`src/rtl/btn_irq_conditioner.sv`:
```
// -----------------------------------------------------------------------------
// btn_irq_conditioner
//
// Conditions 16 asynchronous push-button pins and one external interrupt pin
// for the core. Each pin is synchronized with two flops and then debounced on a
// slow sample tick. A level is accepted only when three consecutive tick
// samples agree. A debounced rising edge on the interrupt pin sets a pending
// interrupt. When BTN_IRQ_EN is non-zero, a debounced rising edge on any button
// also sets it. The core clears the pending interrupt with irq_ack.
//
// Parameters
//   DEBOUNCE_CYCLES  clk cycles per debounce sample tick (>= 2)
//   BTN_IRQ_EN       non-zero: debounced button rising edges raise the interrupt
//
// Ports
//   clk           in   system clock; all state changes on its rising edge
//   rst           in   asynchronous active-low reset (0 = reset)
//   btn_raw[15:0] in   asynchronous push-button pins
//   irq_raw       in   asynchronous external interrupt pin
//   irq_ack       in   one-cycle pulse from the core; clears the pending interrupt
//   btn_out[15:0] out  debounced button levels
//   btn_changed   out  one-cycle pulse in the first cycle btn_out shows a new value
//   interrupt     out  pending interrupt level
//   irq_overflow  out  sticky: a source edge arrived while one was already pending
// -----------------------------------------------------------------------------
module btn_irq_conditioner #(
    parameter int DEBOUNCE_CYCLES = 100000,
    parameter int BTN_IRQ_EN      = 0
) (
    input  logic        clk,
    input  logic        rst,
    input  logic [15:0] btn_raw,
    input  logic        irq_raw,
    input  logic        irq_ack,
    output logic [15:0] btn_out,
    output logic        btn_changed,
    output logic        interrupt,
    output logic        irq_overflow
);

    localparam int             CW       = (DEBOUNCE_CYCLES > 2) ? $clog2(DEBOUNCE_CYCLES) : 1;
    localparam logic [CW-1:0]  CNT_LAST = CW'(DEBOUNCE_CYCLES - 1);
    localparam logic           BTN_SRC  = (BTN_IRQ_EN != 0);

    // Bit 16 carries the interrupt pin; bits 15:0 carry the buttons.
    logic [16:0]   raw_s;
    logic [16:0]   sync1_r;
    logic [16:0]   sync2_r;
    logic [16:0]   hist0_r;
    logic [16:0]   hist1_r;
    logic [16:0]   deb_r;
    logic [16:0]   deb_nxt_s;
    logic [16:0]   agree_s;
    logic [16:0]   rise_s;
    logic [CW-1:0] cnt_r;
    logic          tick_s;
    logic          src_s;
    logic          chg_nxt_s;
    logic          chg_r;
    logic          pend_r;
    logic          ovf_r;

    assign raw_s  = {irq_raw, btn_raw};
    assign tick_s = (cnt_r == CNT_LAST);

    // Two-flop synchronizer for every raw pin.
    always_ff @(posedge clk or negedge rst) begin
        if (!rst) begin
            sync1_r <= 17'h0_0000;
            sync2_r <= 17'h0_0000;
        end else begin
            sync1_r <= raw_s;
            sync2_r <= sync1_r;
        end
    end

    // Free-running sample tick counter, wraps after DEBOUNCE_CYCLES cycles.
    always_ff @(posedge clk or negedge rst) begin
        if (!rst) begin
            cnt_r <= {CW{1'b0}};
        end else if (tick_s) begin
            cnt_r <= {CW{1'b0}};
        end else begin
            cnt_r <= cnt_r + CW'(1);
        end
    end

    // Two-deep sample history, shifted once per tick.
    always_ff @(posedge clk or negedge rst) begin
        if (!rst) begin
            hist0_r <= 17'h0_0000;
            hist1_r <= 17'h0_0000;
        end else if (tick_s) begin
            hist0_r <= sync2_r;
            hist1_r <= hist0_r;
        end else begin
            hist0_r <= hist0_r;
            hist1_r <= hist1_r;
        end
    end

    // Next debounced value. The two history samples and the current sample
    // must all agree on a tick before a bit may move.
    always_comb begin
        agree_s   = ~(hist1_r ^ hist0_r) & ~(hist0_r ^ sync2_r);
        deb_nxt_s = deb_r;
        if (tick_s) begin
            deb_nxt_s = (agree_s & sync2_r) | (~agree_s & deb_r);
        end else begin
            deb_nxt_s = deb_r;
        end
    end

    // Interrupt source and change detection, both derived from the update that
    // the next edge commits, so they line up with the new debounced value.
    // Several edges inside one tick collapse into the single src_s bit.
    always_comb begin
        rise_s    = deb_nxt_s & ~deb_r;
        chg_nxt_s = (deb_nxt_s[15:0] != deb_r[15:0]);
        if (BTN_SRC) begin
            src_s = rise_s[16] | (|rise_s[15:0]);
        end else begin
            src_s = rise_s[16];
        end
    end

    // Debounced levels and the registered change pulse.
    always_ff @(posedge clk or negedge rst) begin
        if (!rst) begin
            deb_r <= 17'h0_0000;
            chg_r <= 1'b0;
        end else begin
            deb_r <= deb_nxt_s;
            chg_r <= chg_nxt_s;
        end
    end

    // Pending interrupt: a new source edge beats a simultaneous acknowledge.
    always_ff @(posedge clk or negedge rst) begin
        if (!rst) begin
            pend_r <= 1'b0;
        end else if (src_s) begin
            pend_r <= 1'b1;
        end else if (irq_ack) begin
            pend_r <= 1'b0;
        end else begin
            pend_r <= pend_r;
        end
    end

    // Sticky overflow: an edge landed on an un-acknowledged pending interrupt.
    always_ff @(posedge clk or negedge rst) begin
        if (!rst) begin
            ovf_r <= 1'b0;
        end else if (src_s && pend_r && !irq_ack) begin
            ovf_r <= 1'b1;
        end else begin
            ovf_r <= ovf_r;
        end
    end

    assign btn_out      = deb_r[15:0];
    assign btn_changed  = chg_r;
    assign interrupt    = pend_r;
    assign irq_overflow = ovf_r;

endmodule

```
`config.mk`:
```
export PLATFORM = sky130hd
export DESIGN_NAME = btn_irq_conditioner
export DESIGN_NICKNAME = d
export VERILOG_FILES = /design/src/rtl/btn_irq_conditioner.sv
export SDC_FILE = /design/constraint.sdc
export NUM_CORES = 1
export LEC_CHECK = 0
export CORE_MARGIN = 2
export CORE_UTILIZATION = 46
export CTS_BUF_LIST = sky130_fd_sc_hd__clkbuf_16
export DETAILED_ROUTE_END_ITERATION = 10
export PLACE_DENSITY = 0.77
export SYNTH_ARGS = -nofsm -noshare
export SYNTH_HDL_FRONTEND = slang
export SYNTH_SLANG_ARGS = --single-unit
```
`constraint.sdc`:
```
create_clock -name clk -period 3.4 [get_ports clk]
set_input_delay 0.68 -clock clk [delete_from_list [all_inputs] [get_ports clk]]
set_output_delay 0.68 -clock clk [all_outputs]
set_load 0.02 [all_outputs]
```
== Word level (Yosys, flattened, before mapping) ==
Index checks and enable logic that the tools add are counted.
Storage, ports and cells
  flip-flop bits (word level): 105
  output and inout port bits: 19
  logic and storage cells: 31
Operators by class
  add/sub/neg operators: 1
  equal/unequal tests: 2
  multiplexer cells: 4
  bitwise gates (word level): 11
  reduce and logical (&&, ||, !) cells: 4
Operators by type and width (count)
  17-bit AND: 4
  17-bit NOT: 4
  17-bit 2-to-1 mux: 2
  17-bit XOR: 2
  17-bit by 1-bit adder with 17-bit output (second input constant): 1
  17-bit equality test (second input constant): 1
  17-bit bitwise OR: 1
  16-bit inequality test: 1
  1-bit logical AND: 2
  1-bit 2-to-1 mux: 2
  2-bit nonzero test: 1
  1-bit logical NOT: 1

== Depth between registers and ports, before layout ==
Gate-level depths: netlist (run 1).
  depth after elaboration: 10
  depth in mapped cells: 8
  mapped depth without buffers: 6

== Worst setup path before layout (run 1) ==
OpenSTA, ideal clock, no wires.
  kind: flip-flop to flip-flop
  from: register cnt_r[0]
  to: register hist1_r[8]
  arrival: 1.543 ns
  data required time: 3.284 ns
  path slack: 1.741 ns
  stages on the path, launching flop included: 9
  period minus slack after synthesis: 1.659 ns
  path through: dfrtp_1 > ha_1 > and4_1 > and4_1 > buf_2 > buf_4 > buf_4 > nand2_1 > nand2_1
On the way
  word-level cells in the longest chain between the ends: 1
Ends and longest elaborated chain
  start: declaration: RTL line 55  | logic [CW-1:0] cnt_r;
  start signal: assignment: RTL line 80  | cnt_r <= {CW{1'b0}};
  start signal: assignment: RTL line 82  | cnt_r <= {CW{1'b0}};
  start signal: assignment: RTL line 84  | cnt_r <= cnt_r + CW'(1);
  17-bit equality test: RTL line 64  | assign tick_s = (cnt_r == CNT_LAST);
  end signal: assignment: RTL line 95  | hist1_r <= hist0_r;
  end signal: assignment: RTL line 98  | hist1_r <= hist1_r;
  end: declaration: RTL line 50  | logic [16:0] hist1_r;
Every way passes these cells.
A chain may end at the register's enable or synchronous reset.

== Worst setup path after layout (run 1) ==
  from: register cnt_r[13]
  to: register deb_r[8]
On the way
  word-level cells in the longest chain between the ends: 2
Ends and longest elaborated chain
  17-bit equality test: RTL line 64
  17-bit 2-to-1 mux: RTL line 107  | if (tick_s) begin
  named net deb_nxt_s[8]: RTL line 52  | logic [16:0] deb_nxt_s;
  end signal: assignment: RTL line 133  | deb_r <= deb_nxt_s;
  end: declaration: RTL line 51  | logic [16:0] deb_r;
The timed path passes the listed nets, and every way through them passes these cells.

==> results.md, run 1 <==
- The number of synthesized flops with an enable pin is 0.
- The maximum level of the CTS H-tree is 3.
- Counting flops and latches in the post-synthesis netlist gives 105.
- In this run the power density over the cells is 473 nW/um^2.
- The CTS root buffer is sky130_fd_sc_hd__clkbuf_16.
- The largest net degree at the start of global routing is 59.
- The critical path endpoint category is a flip-flop.
- The average vias per placed instance is roughly 5.5.
- In the finished design, the share of the clock period the worst path needs comes to 0.634.
- For the pin with the worst max-slew slack, the measured transition is 0.718 ns.
- Setup violations remaining at the end of the flow were counted as 0.
- The sequential element share of the synthesized area is 0.611.
- The clock passes through at most 2 buffers.
- Headroom to the max-slew limit came out at 0.521.
- Among all flip-flop cells after synthesis, the most frequent one is sky130_fd_sc_hd__dfrtp_1.
- The top-area cell type share of the netlist area is 0.611.
- The count of vias placed by the detailed router is 2989.
- The die is 101 um tall.
- The via count of the first global-routing pass came to 2817.
- Averaged over all synthesized cells, the footprint is 10.6 um^2.
- The die outline area is 10100 um^2.
- The post-detailed-route count of antenna-violating nets is 0.
- In this design, the stage delay of the slowest critical-path cell is 0.49 ns.
- The clock input transition at the sequential cells of the worst setup and hold paths is 0.07 ns.
- The first TritonRoute pass finished after 4 iterations.
- Relative to the synthesized area, the layout overhead comes to 15.4%.
- Timing would allow up to 464 MHz.
- The minimum clock period after layout is 2.15 ns.
- The number of buffer and inverter instances along the worst setup path is 1.
- The final-layout fill cell count is 761.
- The cell count after placement is between 500 and 600.
- The worst-case IR drop observed on VDD is 0.294 mV.
- The total negative slack is 0 ns.
- The total congestion overflow is 0.
- Prior to clock tree synthesis, the placed netlist has a worst setup slack of 1.30 ns.
- Of the cells placed in the final design, the portion with a size suffix greater than 1 is 0.0530.
- By startpoint and endpoint, the worst setup path is classified as flip-flop to flip-flop.
- The later-pin clock latency in the skew report is ~0.34 ns.
- The number of cell rows is 35.
- The cell area after synthesis is 4300 um^2.
- The number of buffers inserted during clock tree synthesis is 9.
- The final routed wirelength across all metal layers is 7.76 mm.
- The number of pins exceeding their max-slew limit in the final report is 0.
- The number of distinct library cells after synthesis is 34.
- For this design, the CTS-stage hold fixing added 0 buffers.
- Post-CTS timing repair inserted 0 buffers for setup.
- Pin placement for this block handled 39 I/O pins.
- Data on the critical path arrives at its endpoint at 2.41 ns.
- The library cell contributing the largest single delay on the critical path is sky130_fd_sc_hd__buf_4.
- The flow ran to the end, and the final reports show no timing, DRC or antenna violations.
- The register-to-register setup slack is roughly 1.2 ns.
- The global-route wire length before repair is 13.2 mm.
- Detailed placement ended at an HPWL of about 5 mm.
- The setup slack of the critical path after layout is 1.25 ns.
- The final layout net count is 450.
- TritonCTS built the clock tree.
- Once the clock tree was built, the resizer swapped 0 gates to a different size.
- The warning count from the yosys run is 0.
- When the netlist entered floorplanning its net count stood at around 430.
- The final instance count without filler cells is 545.
- Traced cell by cell, the critical path runs through nand4bb_1, nor4_2, and4_1, buf_4, nand4_1, o211ai_1.
- The worst min-delay path category is flip-flop to flip-flop.
- The final clock skew is 0.00675 ns.
- The total area inside the core boundary comes to 9150 um^2.
- The static leakage is roughly 2.3 nW.
- In this run, the number of DRC markers left after iteration 0 of detailed routing was 135.
- The count of inserted antenna diode cells is 0.
- The number of DRC violations after detailed routing is 0.
- Setup repair after global routing left no endpoint under its margin.
- Counting flops with an async set or reset pin after synthesis yields a share of 1.00.
- On the critical path the largest part of the delay comes from simple AND/OR/NAND/NOR gates.
- In the post-synthesis netlist, the biggest area contributors are sky130_fd_sc_hd__dfrtp_1 61%, sky130_fd_sc_hd__nand2_1 11%, sky130_fd_sc_hd__nand4_1 3.3%.
- The type of origin of the critical path is a flip-flop.
- The maximum fanout count along the critical path is 54.
- The number of hold-slack violations in the final timing report is 0.
- The cell type with the highest aggregate area in the netlist is sky130_fd_sc_hd__dfrtp_1.
- The post-detailed-route wirelength per cell is 14.2 um.
- The tool flagged a number of max-cap violations equal to 0.
- The number of clock sinks is around 110.
- STA puts the critical path data required time at 3.65 ns.
- In the global route stage, overall resource usage came out at 0.166.
- The starting density of the core is 0.470.
- The global placement routability congestion is 0.797.
- The number of antenna violations at the first check in global routing is 0.
- The count of input and output buffers is 38.
- The chip width is 101 um.
- The gate count after technology mapping is 404.
## flip-flops by register name, summed over array words and instances (netlist names)
signal / cells
sync2_r: 17
hist1_r: 17
interrupt: 1
hist0_r: 17
sync1_r: 17
deb_r: 17
irq_overflow: 1
btn_changed: 1
cnt_r: 17
## logic make-up after synthesis
logic type / Yosys count / synth area share
AOI/OAI and AO/OA: 28 / 0.0486
and+or+nand+nor: 226 / 0.266
buffers and inverters: 31 / 0.0448
xor gates and xnor gates: 13 / 0.0265
adders and majority gates: 1 / 0.00291
DFF: 105 / 0.611
## final cells by class
type / instances / area [um^2] / share of cell area
tap: 111 / 139 / 0.0280
clock buffer: 9 / 225 / 0.0454
timing repair buffer: 42 / 408 / 0.0822
multi-input combinational: 268 / 1480 / 0.298
sequential: 105 / 2630 / 0.530
clock inverter: 7 / 70.1 / 0.0141
inverter: 3 / 11.3 / 0.00227
## placed cells by master (no fill, tap or decap), drive strengths merged, types with 6 or more instances in the layout
master / n
xnor2: 7
nor4b: 13
nand3: 23
xor2: 6
nand4b: 14
clkdlybuf4s50: 37
nand2: 124
nand4: 24
clkbuf: 9
o31ai: 17
dfrtp: 105
nor2: 10
## through the flow
| step | cell area, um^2 | hold WS (ns) | utilization | total power, mW |
|---|---|---|---|---|
| after detailed placement | 4660 | 0.335 | 0.510 | 1.36 |
| after global placement | 4660 | 0.331 | 0.510 | 1.36 |
| after floorplan | 4300 | 0.331 | - | 1.31 |
| after global routing | 4960 | 0.356 | 0.542 | 2.44 |
| after CTS | 4960 | 0.346 | 0.542 | 2.38 |
| final | 4960 | 0.343 | 0.542 | 2.35 |
## metal layers
metal,track usage,up-vias,part of all wire
li1,-,1455,-
met1,0.220,1468,0.46
met2,0.263,57,0.49
met3,0.0451,9,0.037
met4,0.0632,0,0.011
met5,0,-,0
## power by group
group | leakage, nW | switching [mW] | internal [mW]
Clock | 0.147 | 0.445 | 0.571
Combinational | 0.820 | 0.0254 | 0.0208
Sequential | 1.37 | 0.0164 | 1.27
## Yosys cell counts, drive strengths merged, types with 2 or more instances
cell type  instances
and2               2
and4               3
buf               23
clkbuf             5
dfrtp            105
inv                3
nand2            124
nand3             23
nand4             24
nand4b            14
nor2              10
nor3               2
nor4               5
nor4b             13
o211ai             3
o21ai              2
o31ai             17
o41ai              2
xnor2              7
xor2               6
## worst paths after layout
path | start | endpoint | cells past startpoint
worst max-delay path | cnt_r[13]$_DFF_PN0_ | deb_r[8]$_DFF_PN0_ | 6
worst min-delay path | sync1_r[2]$_DFF_PN0_ | sync2_r[2]$_DFF_PN0_ | 0
worst max register to register | cnt_r[13]$_DFF_PN0_ | deb_r[8]$_DFF_PN0_ | 6
worst min register to register | sync1_r[2]$_DFF_PN0_ | sync2_r[2]$_DFF_PN0_ | 0
max in group asynchronous | rst | hist0_r[2]$_DFFE_PN0N_ | 2
min in group asynchronous | rst | hist1_r[4]$_DFFE_PN0N_ | 1
No activity file was read; power rests on OpenSTA's default activity.
==> inputs of run 2 (changes only) <==
Settings changed: PLACE_DENSITY 0.77 to 0.8.
Clock period 3.4 ns to 1.94 ns, I/O delays scaled along.
==> run 2 against run 1 <==
Net effect: sequential share of layout area decreased by 1.4 points; cell count increased by 0.73%; die area unchanged; clock skew decreased by 0.0015 ns; final area increased by 2.7%; worst hold slack got worse by 0.33 ns; via count increased by 1.5%; critical path depth decreased by 1; highest routed layer unchanged.
==> results.md, run 2 (synthesis results as in run 1) <==
- The actual transition at the worst max-transition pin is 0.368 ns (-0.350 ns).
- The tightest hold margin is 0.0162 ns (-0.327 ns).
- The static leakage is 2.39 nW (+1.9%).
- The worst slew margin relative to its limit is 0.751 (+0.230).
- The register-to-register setup slack was 0.09 ns (-1.15 ns).
- The number of buffers inserted during clock tree synthesis is 9 (unchanged).
- The switching component of the power is 0.874 mW (+79%).
- The setup slack of the critical path after layout is 0.0916 ns (-1.15 ns).
- In the layout the commonest cells are 124 x sky130_fd_sc_hd__nand2_1, 105 x sky130_fd_sc_hd__dfrtp_1, 37 x sky130_fd_sc_hd__clkdlybuf4s50_1.
- The total of max-cap violations is 0 (unchanged).
- The post-detailed-route wirelength per cell is 14.7 um (+3.0%).
- The number of antenna violations at the first check in global routing is 0 (unchanged).
- The finished layout cell area is 5090 um^2 (+2.7%).
- The number of hold-slack violations in the final timing report came to 0 (unchanged).
- In this run the critical register-to-register path is launched from cnt_r[13]$_DFF_PN0_.
- The clock input transition at the sequential cells of the worst setup and hold paths is 0.07 ns (about the same).
- The library cell contributing the largest single delay on the critical path is sky130_fd_sc_hd__or3_1.
- The post-cts hold buffer count is 0 (unchanged).
- The number of clock sinks is 105 (unchanged).
- The fraction of power spent switching nets is 0.205 (-0.00286).
- The die outline area is 10100 um^2 (unchanged).
- TritonCTS built the clock tree.
- The via count of the first global-routing pass is 2834 (+0.60%).
- The later-pin clock latency in the skew report is 0.34 ns (about the same).
- The maximum level of the CTS H-tree came to 3 (unchanged).
- The largest net degree at the start of global routing came to 63 (+6.8%).
- The top-level I/O count came to 39 (unchanged).
- The sequential group share of total power was 0.527 (-0.021).
- The post-detailed-placement half-perimeter wirelength was 5.19 mm (+2.2%).
- The final layout net count is 454 (+0.89%).
- The number of DRC violations after detailed routing is 0 (unchanged).
- The run finished with clean final reports.
- The overall routing resource usage is 0.169 (+0.00261).
- The number of buffer and inverter instances along the worst setup path is 0 (-1).
- The post-route clock period utilization was 0.953 (+0.319).
- The count of TritonRoute iterations in the first routing pass is 4 (unchanged).
- The total chip power is 4.27 mW (+82%).
- The starting density of the core was 0.470 (unchanged).
- The count of inserted antenna diode cells is 0 (unchanged).
- The largest stage delay on the critical path is 0.43 ns (-0.06 ns).
- The minimum clock period after layout is 1.85 ns (-0.306 ns).
- The global placement routability congestion is 0.767 (-3.7%).
- The clock power share is 0.452 (+0.019).
- The critical path ends at irq_overflow$_DFFE_PN0P_.
- The critical path starts at cnt_r[13]$_DFF_PN0_.
- The critical path endpoint category is a flip-flop.
- The number of cells on the worst reg-to-reg path is 5 (-1).
- The maximum ir drop on the vdd rail is 0.373 mV (+27%).
- The count of input and output buffers is 38 (unchanged).
- The maximum number of buffers from clock root to sink is 2 (unchanged).
- The arrival time reported for the critical path endpoint is 2.13 ns (-0.28 ns).
- The detailed router's first-iteration violation count is 132 (-2.2%).
- The number of pins exceeding their max-slew limit in the final report is 0 (unchanged).
- The number of cell rows is 35 (unchanged).
- The final routed wirelength across all metal layers came to 8.06 mm (+3.8%).
- STA classifies the critical path startpoint as a flip-flop.
- The part of the total power dissipated in combinational logic came to 0.021 (about the same).
- The data required time at the worst endpoint is 2.22 ns (-1.43 ns).
- The power density over the cells came to 839 nW/um^2 (+77%).
- The post-detailed-route count of antenna-violating nets is 0 (unchanged).
- The total congestion overflow was 0 (unchanged).
- The maximum fanout count along the critical path is 7 (-87%).
- The worst register-to-register path ends at irq_overflow$_DFFE_PN0P_.
- The leading cell type in the layout, fill and taps excluded is sky130_fd_sc_hd__nand2_1.
- The core region area was 9150 um^2 (unchanged).
- The average vias per placed instance is 5.53 (+0.77%).
- The cell family contributing the most delay on the critical path is simple AND/OR/NAND/NOR gates.
- The worst setup slack after placement is 0.131 ns (-1.17 ns).
- The chip width is 101 um (unchanged).
- The global-route wire length before repair came to 13.2 mm (about the same).
- Relative to the synthesized area, the layout overhead comes to 18.5%.
- The cell area after placement is 4740 um^2 (+1.7%).
- The highest achievable clock rate is 541 MHz (+17%).
- The final clock skew is 0.00524 ns (-0.00152 ns).
- Setup repair after global routing could not meet its margin everywhere.
- The critical path goes through nand4bb_1, nor4_4, nand4_2, or3_1, o21bai_1.
- The final setup violation count came to 0 (unchanged).
- The internal power was 3.40 mW (+83%).
- The count of vias placed by the detailed router came to 3034 (+1.5%).
- The CTS root buffer is sky130_fd_sc_hd__clkbuf_16.
- The fraction of layout cells with a size suffix above 1 is 0.0685 (+0.0155).
- The total stage count of the critical path came to 5 (-1).
- The category of the critical setup timing path is flip-flop to flip-flop.
- The overall die height was 101 um (unchanged).
- The path class of the tightest hold or removal check is input pin to asynchronous set/reset pin.
## run 2: final cells by class
type,instances,area [um^2]
clock inverter,7,93.8
inverter,3,11.3
tap,111,139
clock buffer,9,225
sequential,105,2630
fill,733,4060
multi-input combinational,268,1500
timing repair buffer,46,500
## run 2: worst register-to-register path, stage by stage, from the launching register on
cell and delay, ns:
sky130_fd_sc_hd__dfrtp_1 0.42, sky130_fd_sc_hd__nand4bb_1 0.25, sky130_fd_sc_hd__nor4_4 0.29, sky130_fd_sc_hd__nand4_2 0.27, sky130_fd_sc_hd__or3_1 0.43, sky130_fd_sc_hd__o21bai_1 0.12
## run 2: worst min path at each step
stage                               start               endpoint  slack, ns  cells after the start
floorplan                             rst  btn_changed$_DFF_PN0_       0.09                      0
global placement    sync1_r[11]$_DFF_PN0_  sync2_r[11]$_DFF_PN0_       0.33                      0
detailed placement  sync1_r[14]$_DFF_PN0_  sync2_r[14]$_DFF_PN0_       0.33                      0
CTS                                   rst   sync1_r[0]$_DFF_PN0_       0.03                      2
global route                          rst   sync1_r[0]$_DFF_PN0_       0.03                      2
finish                                rst   sync1_r[0]$_DFF_PN0_       0.02                      2
## run 2: routing by layer
| metal | part of all wire | vias to the layer above | track usage | wire [um] |
|---|---|---|---|---|
| met5 | 0 | - | 0 | 0 |
| met1 | 0.43 | 1487 | 0.214 | 3490 |
| met2 | 0.49 | 59 | 0.266 | 3940 |
| met4 | 0.027 | 0 | 0.0822 | 218 |
| li1 | - | 1467 | - | - |
| met3 | 0.050 | 21 | 0.0506 | 406 |
## run 2: what timing repair did
item                       in CTS  in global routing
resized for setup               0                  4
buffers inserted                0                  2
hold endpoints to repair        0                  0
setup endpoints to repair       0                  7
## run 2: power groups by stage
stage	combinational, mW	sequential [mW]	clock, mW
CTS	0.0921	2.25	1.96
finish	0.0879	2.25	1.93
floorplan	0.00150	2.29	0
global route	0.101	2.26	2.05
global placement	0.0907	2.29	0
detailed placement	0.0915	2.29	0
## run 2: metrics by stage
step / util / setup TNS (ns) / cells
6_report: 0.556 / 0 / 549
5_1_grt: 0.556 / -0.0206 / 549
4_1_cts: 0.553 / 0 / 547
3_5_place_dp: 0.518 / 0 / 531
3_3_place_gp: 0.518 / 0 / 531
2_1_floorplan: - / 0 / 404
==> inputs of run 3 (changes only) <==
Settings changed: PLACE_DENSITY 0.8 to 0.73, SKIP_LAST_GASP set to 1.
==> run 3 against run 2 <==
Net effect: register-to-register slack better by 0.06 ns; non-clock buffer count stayed put; final area is 1.6% lower; cell count stayed put; first-iteration DRC count is 33% higher; sequential power hardly changed; count of clock-buffer cells in the layout stayed put; clock skew is 0.0023 ns higher; global-route usage is 0.66 points higher; worst setup slack better by 0.053 ns; die area stayed put; worst hold slack hardly changed; largest power group unchanged.
==> results.md, run 3 (synthesis results as in run 1) <==
- The flow ran to the end, and the final reports show no timing, DRC or antenna violations.
- The count of input and output buffers is 38 (unchanged).
- The cell count after placement is 533 (+0.38%).
- The global-route wire length before repair was 13.9 mm (+5.3%).
- The overall routing resource usage is 0.176 (+0.00659).
- The switching component of the power is 0.827 mW (-5.3%).
- The total chip power is 4.08 mW (-4.4%).
- The maximum level of the CTS H-tree is 3 (unchanged).
- The post-cts hold buffer count came to 0 (unchanged).
- The total negative slack came to 0 ns (unchanged).
- The final-layout fill cell count is 788 (+7.5%).
- The data required time at the worst endpoint is 1.55 ns (-0.67 ns).
- The final clock skew is 0.00753 ns (+0.00229 ns).
- The area added between synthesis and finish is 16.6%.
- The fraction of layout cells with a size suffix above 1 was 0.0571 (-0.0114).
- The largest stage delay on the critical path came to 0.65 ns (+0.22 ns).
- The actual transition at the worst max-transition pin is 0.489 ns (+0.121 ns).
- The core region area is 9150 um^2 (unchanged).
- The critical path endpoint category is a primary output.
- The via count of the first global-routing pass is 2971 (+4.8%).
- The path class of the tightest hold or removal check is input pin to asynchronous set/reset pin.
- The critical path goes through clkdlybuf4s50_1.
- The clock tree from TritonCTS is built.
- The fraction of power spent switching nets is 0.203 (-0.00194).
- The setup slack of the critical path after layout is 0.144 ns (+0.0528 ns).
- The post-route clock period utilization is 0.926 (-0.0272).
- The root buffer cell chosen for the clock tree is sky130_fd_sc_hd__clkbuf_16.
- The routed length on met1 is 3.55 mm (+1.7%).
- The arrival time reported for the critical path endpoint is 1.41 ns (-0.72 ns).
- The final setup violation count was 0 (unchanged).
- The highest achievable clock rate is 557 MHz (+2.9%).
- The sequential group share of total power was 0.552 (+0.025).
- The worst slew margin relative to its limit was 0.674 (-0.0773).
- The top-level I/O count is 39 (unchanged).
- The type of origin of the critical path is a flip-flop.
- The part of the total power dissipated in combinational logic came to 0.021 (about the same).
- The starting density of the core is 0.470 (unchanged).
- The number of DRC violations after detailed routing is 0 (unchanged).
- The maximum number of buffers from clock root to sink is 2 (unchanged).
- Setup repair after global routing left no endpoint under its margin.
- The cell area after placement is 4720 um^2 (-0.47%).
- The number of buffers inserted during clock tree synthesis is 9 (unchanged).
- Grouping stages by cell kind, the critical path spends the most delay in buffers and inverters.
- The post-detailed-route wirelength per cell was 14.6 um (-0.37%).
- The power density over the cells is 814 nW/um^2 (-2.9%).
- The number of clock sinks is 105 (unchanged).
- The total of max-cap violations is 0 (unchanged).
- The finished layout cell area came to 5010 um^2 (-1.6%).
- The number of antenna violations at the first check in global routing is 0 (unchanged).
- The later-pin clock latency in the skew report was 0.34 ns (about the same).
- The post-detailed-placement half-perimeter wirelength is 5.35 mm (+3.1%).
- The setup fix buffers added after clock tree synthesis came to 0 (unchanged).
- The leading cell type in the layout, fill and taps excluded is sky130_fd_sc_hd__nand2_1.
- The maximum ir drop on the vdd rail is 0.430 mV (+15%).
- The post-detailed-route count of antenna-violating nets came to 0 (unchanged).
- The maximum fanout count along the critical path is 5 (-2).
- The number of pins exceeding their max-slew limit in the final report is 0 (unchanged).
- The detailed router's first-iteration violation count was 175 (+33%).
- The internal power came to 3.25 mW (-4.2%).
- The average vias per placed instance is 5.56 (+0.66%).
- The worst setup slack after placement is 0.162 ns (+0.0313 ns).
- The chip width is 101 um (unchanged).
- The overall die height came to 101 um (unchanged).
- The number of hold-slack violations in the final timing report is 0 (unchanged).
- The final layout net count is 454 (unchanged).
- The detailed route wirelength on metal3 came to 278 um (-32%).
- The uppermost layer routed is met4.
- The final routed wirelength across all metal layers is 8.03 mm (-0.37%).
- The clock input transition at the sequential cells of the worst setup and hold paths is 0.06 ns (about the same).
- Among all stages on the critical path, the largest delay is contributed by sky130_fd_sc_hd__clkdlybuf4s50_1.
- The library cells used most frequently in the layout, excluding fill and tap cells, are 124 x sky130_fd_sc_hd__nand2_1, 105 x sky130_fd_sc_hd__dfrtp_1, 37 x sky130_fd_sc_hd__clkdlybuf4s50_1.
- The die outline area is 10100 um^2 (unchanged).
- The category of the critical setup timing path is flip-flop to primary output.
- The total congestion overflow is 0 (unchanged).
- The static leakage was 2.37 nW (-0.57%).
- The count of TritonRoute iterations in the first routing pass is 4 (unchanged).
- The final instance count without filler cells came to 549 (unchanged).
- The clock power share is 0.426 (-0.026).
- The number of cell rows is 35 (unchanged).
- The count of vias placed by the detailed router was 3054 (+0.66%).
- The count of inserted antenna diode cells is 0 (unchanged).
- The largest net degree at the start of global routing is 40 (-37%).
- The minimum clock period after layout is 1.80 ns (-0.0528 ns).
- The number of buffer and inverter instances along the worst setup path is 1 (+1).
- The length of routed met2 wiring is 4.04 mm (+2.7%).
- The global placement routability congestion was 0.799 (+4.2%).
-- run 3: through the flow --
stage,hold WS (ns),utilization
2_1_floorplan,0.0924,-
3_3_place_gp,0.331,0.516
3_5_place_dp,0.336,0.516
4_1_cts,0.0147,0.547
5_1_grt,0.0330,0.548
6_report,0.0167,0.548
-- run 3: final timing paths --
| path | to | startpoint | depth (start not counted) | slack (ns) |
|---|---|---|---|---|
| hold reg to reg | sync2_r[3]$_DFF_PN0_ | sync1_r[3]$_DFF_PN0_ | 0 | 0.35 |
| setup / recovery | btn_out[14] | deb_r[14]$_DFF_PN0_ | 1 | 0.14 |
| min in group clk | sync2_r[3]$_DFF_PN0_ | sync1_r[3]$_DFF_PN0_ | 0 | 0.35 |
| hold / removal | hist0_r[8]$_DFFE_PN0N_ | rst | 1 | 0.02 |
| setup reg to reg | deb_r[9]$_DFF_PN0_ | cnt_r[13]$_DFF_PN0_ | 6 | 0.15 |
| max in group asynchronous | sync2_r[8]$_DFF_PN0_ | rst | 2 | 1.21 |
-- run 3: worst register-to-register path, stage by stage, from the launching register on --
cell and delay, ns:
sky130_fd_sc_hd__dfrtp_1 0.41, sky130_fd_sc_hd__nand4bb_1 0.20, sky130_fd_sc_hd__nor4_2 0.28, sky130_fd_sc_hd__and4_1 0.35, sky130_fd_sc_hd__buf_4 0.26, sky130_fd_sc_hd__nand4_1 0.13
sky130_fd_sc_hd__nand3_1 0.09
-- run 3: metal layers --
| metal | up-vias | track usage |
|---|---|---|
| li1 | 1463 | - |
| met1 | 1518 | 0.226 |
| met2 | 58 | 0.288 |
| met3 | 15 | 0.0437 |
| met4 | 0 | 0.0643 |
| met5 | - | 0 |
-- run 3: cell type report --
| cell class | count | area [um^2] | share of cell area |
|---|---|---|---|
| inverters | 3 | 11.3 | 0.00225 |
| clock inverters | 7 | 63.8 | 0.0127 |
| flip-flops and latches | 105 | 2630 | 0.524 |
| clock buffers | 9 | 225 | 0.0449 |
| repair buffers | 46 | 467 | 0.0931 |
| multi-input cells | 268 | 1480 | 0.295 |
| well taps | 111 | 139 | 0.0277 |
-- run 3: repair_timing --
item	4_1_cts	5_1_grt
endpoints found under the hold margin	0	0
setup endpoints to repair	0	1
gates resized for setup	0	1
-- run 3: power groups by stage --
stage          logic [mW]  registers (mW)  clock network (mW)
2_1_floorplan     0.00150            2.29                   0
5_1_grt            0.0991            2.26                1.88
3_5_place_dp       0.0910            2.29                   0
4_1_cts            0.0915            2.25                1.79
6_report           0.0873            2.25                1.74
3_3_place_gp       0.0900            2.29                   0
